## src/rtl/pc16_pkg.sv

```systemverilog
// Shared widths and address type for the 16-bit program counter and its 4-bit slices.
// Pure declarations; no timing or flow-control behaviour of its own.
package pc16_pkg;

    localparam int PC_WIDTH    = 16;
    localparam int SLICE_WIDTH = 4;
    localparam int NUM_SLICES  = PC_WIDTH / SLICE_WIDTH;
    localparam int BYTE_WIDTH  = 8;

    typedef logic [PC_WIDTH-1:0] pc_addr_t;

endpackage

```

## src/rtl/counter4_slice.sv

```systemverilog
// 4-bit synchronous counter slice with parallel load and enable-style carry out.
// Latency: one CP edge for reset, load or increment; TC is combinational.
// No backpressure: CEP/CET gate counting, the chained TC is an enable and never a clock.
module counter4_slice
    import pc16_pkg::*;
#(
    parameter logic [SLICE_WIDTH-1:0] RESET_VALUE = '0
)
(
    input  logic                   CP,
    input  logic                   MR,
    input  logic                   CEP,
    input  logic                   CET,
    input  logic                   _PE,
    input  logic [SLICE_WIDTH-1:0] D,
    output logic [SLICE_WIDTH-1:0] Q,
    output logic                   TC
);

    always_ff @(posedge CP) begin
        if (MR) begin
            Q <= RESET_VALUE;
        end else if (!_PE) begin
            Q <= D;
        end else if (CEP && CET) begin
            Q <= Q + 4'd1;
        end
    end

    // Carry to the next slice: this slice is enabled and about to roll over.
    assign TC = CET & (Q == {SLICE_WIDTH{1'b1}});

endmodule

```

## src/rtl/program_counter16.sv

```systemverilog
// 16-bit program counter from four ripple-enabled 4-bit slices; jumps via staged high byte.
// Latency: one CP edge per load/increment; TC combinational. Optional OVF under PC_WRAP_DETECT_EN.
// No backpressure: MR > _PE > count each edge; _LDHI stages the high jump byte independently.
module program_counter16
    import pc16_pkg::*;
#(
    parameter pc_addr_t RESET_VALUE = 16'h0000
)
(
    input  logic                  CP,
    input  logic                  MR,
    input  logic                  CEP,
    input  logic                  CET,
    input  logic                  _LDHI,
    input  logic                  _PE,
    input  logic [BYTE_WIDTH-1:0] D,
    output pc_addr_t              Q,
    output logic                  TC
`ifdef PC_WRAP_DETECT_EN
    ,
    output logic                  OVF
`endif
);

    logic [BYTE_WIDTH-1:0] hi;
    pc_addr_t              load_word;
    logic [NUM_SLICES:0]   slice_cet;

    // Jump high byte is held here so the whole address lands in one load edge.
    always_ff @(posedge CP) begin
        if (MR) begin
            hi <= '0;
        end else if (!_LDHI) begin
            hi <= D;
        end
    end

    assign load_word    = {hi, D};
    assign slice_cet[0] = CET;

    genvar i;
    generate
        for (i = 0; i < NUM_SLICES; i++) begin : g_slice
            counter4_slice #(
                .RESET_VALUE (RESET_VALUE[i*SLICE_WIDTH +: SLICE_WIDTH])
            ) u_slice (
                .CP  (CP),
                .MR  (MR),
                .CEP (CEP),
                .CET (slice_cet[i]),
                ._PE (_PE),
                .D   (load_word[i*SLICE_WIDTH +: SLICE_WIDTH]),
                .Q   (Q[i*SLICE_WIDTH +: SLICE_WIDTH]),
                .TC  (slice_cet[i+1])
            );
        end
    endgenerate

    // Top of the carry chain equals CET & (Q == FFFF).
    assign TC = slice_cet[NUM_SLICES];

`ifdef PC_WRAP_DETECT_EN
    always_ff @(posedge CP) begin
        if (MR) begin
            OVF <= 1'b0;
        end else if (_PE && CEP && TC) begin
            OVF <= 1'b1;
        end
    end
`endif

endmodule

```

## config.mk

```make
export PLATFORM = sky130hd
export DESIGN_NAME = program_counter16
export DESIGN_NICKNAME = d
export VERILOG_FILES = /design/src/rtl/pc16_pkg.sv /design/src/rtl/counter4_slice.sv /design/src/rtl/program_counter16.sv
export SDC_FILE = /design/constraint.sdc
export NUM_CORES = 1
export LEC_CHECK = 0
export BUFFER_PORTS_ARGS = -buffer_cell sky130_fd_sc_hd__buf_2
export CAP_MARGIN = 5
export CORE_MARGIN = 2
export CORE_UTILIZATION = 55
export CTS_BUF_LIST = sky130_fd_sc_hd__clkbuf_16
export CTS_CLUSTER_SIZE = 8
export DETAILED_ROUTE_END_ITERATION = 8
export PLACE_DENSITY = 0.83
export SYNTH_ARGS = -nofsm -noshare
export SYNTH_HDL_FRONTEND = slang
export SYNTH_SLANG_ARGS = --single-unit
```

## constraint.sdc

```tcl
create_clock -name CP -period 4.35 [get_ports CP]
set_input_delay 0.87 -clock CP [delete_from_list [all_inputs] [get_ports CP]]
set_output_delay 0.87 -clock CP [all_outputs]
set_load 0.1 [all_outputs]
```

==> reports/metrics.json <==
{
  "status": "finished, final reports clean",
  "hold_viol": 0,
  "worst_r2r_endpoint": "g_slice[3].u_slice.Q[1]",
  "tightestPinTransition_ns": 0.5573,
  "drt-wirelength-per-cell_microns": 14.08,
  "finalWeightedCongestion": 0.7887,
  "maximum_number_of_pins_on_one_net_before_global_route_repair": 33,
  "detailedPlacementHpwl_mm": 1.770,
  "floorplan.die.width_microns": 51.12,
  "critPathCaptureType": "primary output",
  "gr-usage-met1_pct": 30.33,
  "ff2ff_setup_slack_ns": 2.73,
  "diodes": 0,
  "i_o_buffers": 30,
  "finalSetupTns_ns": 0,
  "clock_share_of_power_pct": 34.2,
  "fin_util_pct": 67.85,
  "i_o_pin_total": 31,
  "startpoint_kind_of_the_worst_setup_timing_path": "register",
  "critPathTopFamily": "buffers and inverters",
  "synth_fp_nets": 144,
  "die-height_microns": 51.12,
  "routed_vias_inst": 5.680,
  "busiest_grt_layer": "met2",
  "worstPathRequired_ns": 3.48,
  "combinational_family_with_the_most_area_after_synthesis": "simple AND/OR/NAND/NOR gates",
  "pwr_density_cell_nw_per_um2": 400.3,
  "crit_type": "reg -> out",
  "grt_first_pass_wirelength_mm": 4.146,
  "grt_pass1_vias": 879,
  "worst-r2r-cell-count": 5,
  "design.die.area_sq_um": 2613,
  "synthDominantAreaCellType": "dfxtp_1",
  "clk_root_buffer_cell": "clkbuf_16",
  "grt_antenna_before_repair": 0,
  "mostFrequentLayoutCells": "buf_2 (30), nor2_1 (25), dfxtp_1 (24)",
  "synth_compound_gate_area_share_pct": 12.19,
  "core_area_sq_um": 2148,
  "clock_skew_ns": 0.004011,
  "int_pwr_uw": 386.4,
  "globalRouteTotalUtil_pct": 21.28,
  "synth_mux_area_share_pct": 8.197,
  "grt.met3_usage_pct": 3.801,
  "synth_area_leaders": "dfxtp_1 (39%), mux2i_1 (8.2%), nor2_1 (7.7%)",
  "cts_tree": "done",
  "switching_share_pct": 33.78,
  "avgSynthCellArea_sq_um": 9.692,
  "min_path_cells": 2,
  "first_pass_iters": 4,
  "floorplan.rows": 17,
  "postRouteAntennaNets": 0,
  "cts.repair.resized": 0,
  "timing.final.crit_period_ns": 2.693,
  "cts_made_buffers": 3,
  "worstHoldPathType": "reg -> reg",
  "detail_route.wirelength_mm": 2.549,
  "synth_largest_type_area_fraction_pct": 39.34,
  "r2r_start": "g_slice[0].u_slice.Q[0]",
  "synthesis.area_sq_um": 1221,
  "grt-ovfl-total": 0,
  "numClockSinks": 24,
  "vias": 1028,
  "post-place-cells": 177,
  "synthDistinctLibCells": 24,
  "worstPathCellList": "ha_1 -> nand4_1 -> nor4_2 -> buf_2",
  "max_stage_delay_ns": 0.46,
  "area_growth_syn_to_layout_pct": 19.36,
  "share_comb_of_total_power_pct": 23.1,
  "post_layout_nonfiller_instances": 181,
  "timing.critical_path.fanout_max": 4,
  "drt_iter0_markers": 22,
  "achievable-frequency_ghz": 0.3713,
  "post_synthesis_share_of_cell_area_spent_on_and_or_nand_and_nor_gates_pct": 24.90,
  "drv_slew": 0,
  "synthesis.yosys.warnings": 0,
  "rsz0062_at_grt": "false",
  "yosys.area_share.adder_pct": 4.098,
  "h_tree_lvl_count": 1,
  "buffer_levels_on_the_longest_clock_path": 2,
  "clkTransAtPathRegs_ns": 0.06,
  "drc": 0,
  "holdBufCountCts": 0,
  "p_sw_uw": 197.1,
  "max-vdd-ir-drop_mv": 0.3324,
  "worst_skew_pair.late_latency_ns": 0.26,
  "p_seq_share_pct": 42.8,
  "final_net_count": 172,
  "grt_util_met2_pct": 30.52,
  "slowest_stage": "buf_2",
  "mostFrequentLayoutCell": "buf_2",
  "final-setup-viol-count": 0,
  "leakage_nw": 0.5701,
  "start_util_pct": 56.84,
  "cp.arrival_ns": 1.82,
  "post_synth_xor_area_fraction_pct": 7.889,
  "cts.repair_timing.setup_buffer_count": 0,
  "layout-drive-gt1-share_pct": 30.72,
  "min_period_over_period_pct": 61.91,
  "ys_seq_elements": 24,
  "synth.yosys.seq_area_share_pct": 39.34,
  "maxCapViolCount": 0,
  "worstPathBufferInverterCount": 1,
  "timing.max_slew.rel_slack_pct": 62.85,
  "terminating_pin_of_the_worst_hold_path": "hi[1]",
  "postSynthCellCount": 126,
  "worstHoldStart": "hi[1]"
}
==> how the worst max path moves through the flow <==
| stage | from | cells past startpoint | to | slack, ns |
|---|---|---|---|---|
| 4_1_cts | g_slice[1].u_slice.Q[0] | 4 | TC | 1.68 |
| 6_report | g_slice[0].u_slice.Q[0] | 4 | TC | 1.66 |
| 3_5_place_dp | CET | 4 | TC | 1.83 |
| 5_1_grt | g_slice[0].u_slice.Q[0] | 4 | TC | 1.53 |
| 2_1_floorplan | g_slice[1].u_slice.Q[0] | 3 | TC | 0.17 |
| 3_3_place_gp | CET | 4 | TC | 1.85 |
==> cell type report <==
cell class,count,area [sq um]
multi-input combinational,93,705.7
fill,183,690.7
sequential,24,480.5
timing repair buffer,30,150.1
clock buffer,3,75.07
tap,28,35.03
inverter,2,7.507
clock inverter,1,3.754
==> power by group through the flow <==
stage	logic, mW	clock network [mW]	registers [mW]
final	0.135	0.199	0.250
after global placement	0.133	0	0.253
after detailed placement	0.134	0	0.254
after floorplan	0.0388	0	0.323
after CTS	0.135	0.204	0.249
after global routing	0.141	0.215	0.251
==> cells by family after synthesis <==
family	Yosys count
muxes	10
buffers and inverters	9
adders and majority gates	4
and+or+nand+nor	50
DFF	24
AOI/OAI and AO/OA	18
xor gates and xnor gates	11
==> worst reg2reg max path, cell delays in order, from the launching register on <==
cell,delay [ns]
dfxtp_1,0.40
ha_1,0.27
nand3_4,0.18
nor4_4,0.30
mux2i_1,0.24
a211oi_2,0.08
==> synthesized netlist by cell type <==
master	number
nor3_1	1
nor4_4	1
clkbuf_1	6
nor4_2	4
a211oi_2	3
dfxtp_1	24
nor4_1	1
a311oi_1	3
xor2_1	2
nand4_1	3
inv_1	2
nand3_4	2
or3_1	1
nand3_1	6
mux2i_1	10
a211oi_1	10
ha_1	4
nand2_1	3
nand2_2	1
nor2_1	25
nor3_2	2
buf_6	1
o21ai_1	2
xnor2_1	9
==> state kept, by name, summed over array words and instances, names as in the netlist <==
signal             flops
hi                     8
g_slice.u_slice.Q     16
==> per-layer routing <==
| layer | part of all wire, % | wire length (microns) |
|---|---|---|
| met1 | 50 | 1263 |
| met2 | 44 | 1113 |
| met3 | 4.9 | 126 |
| met4 | 1.8 | 46 |
| met5 | 0 | 0 |
==> through the flow <==
step	worst slack, ns	hold WS (ns)	power (mW)	area (sq um)
after floorplan	0.1695	0.4641	0.3617	1227
after global placement	1.852	0.4770	0.3854	1379
after detailed placement	1.827	0.4837	0.3875	1379
after CTS	1.679	0.4995	0.5877	1458
after global routing	1.532	0.5165	0.6066	1458
final	1.657	0.4976	0.5836	1458
No activity file was read; power rests on OpenSTA's default activity.
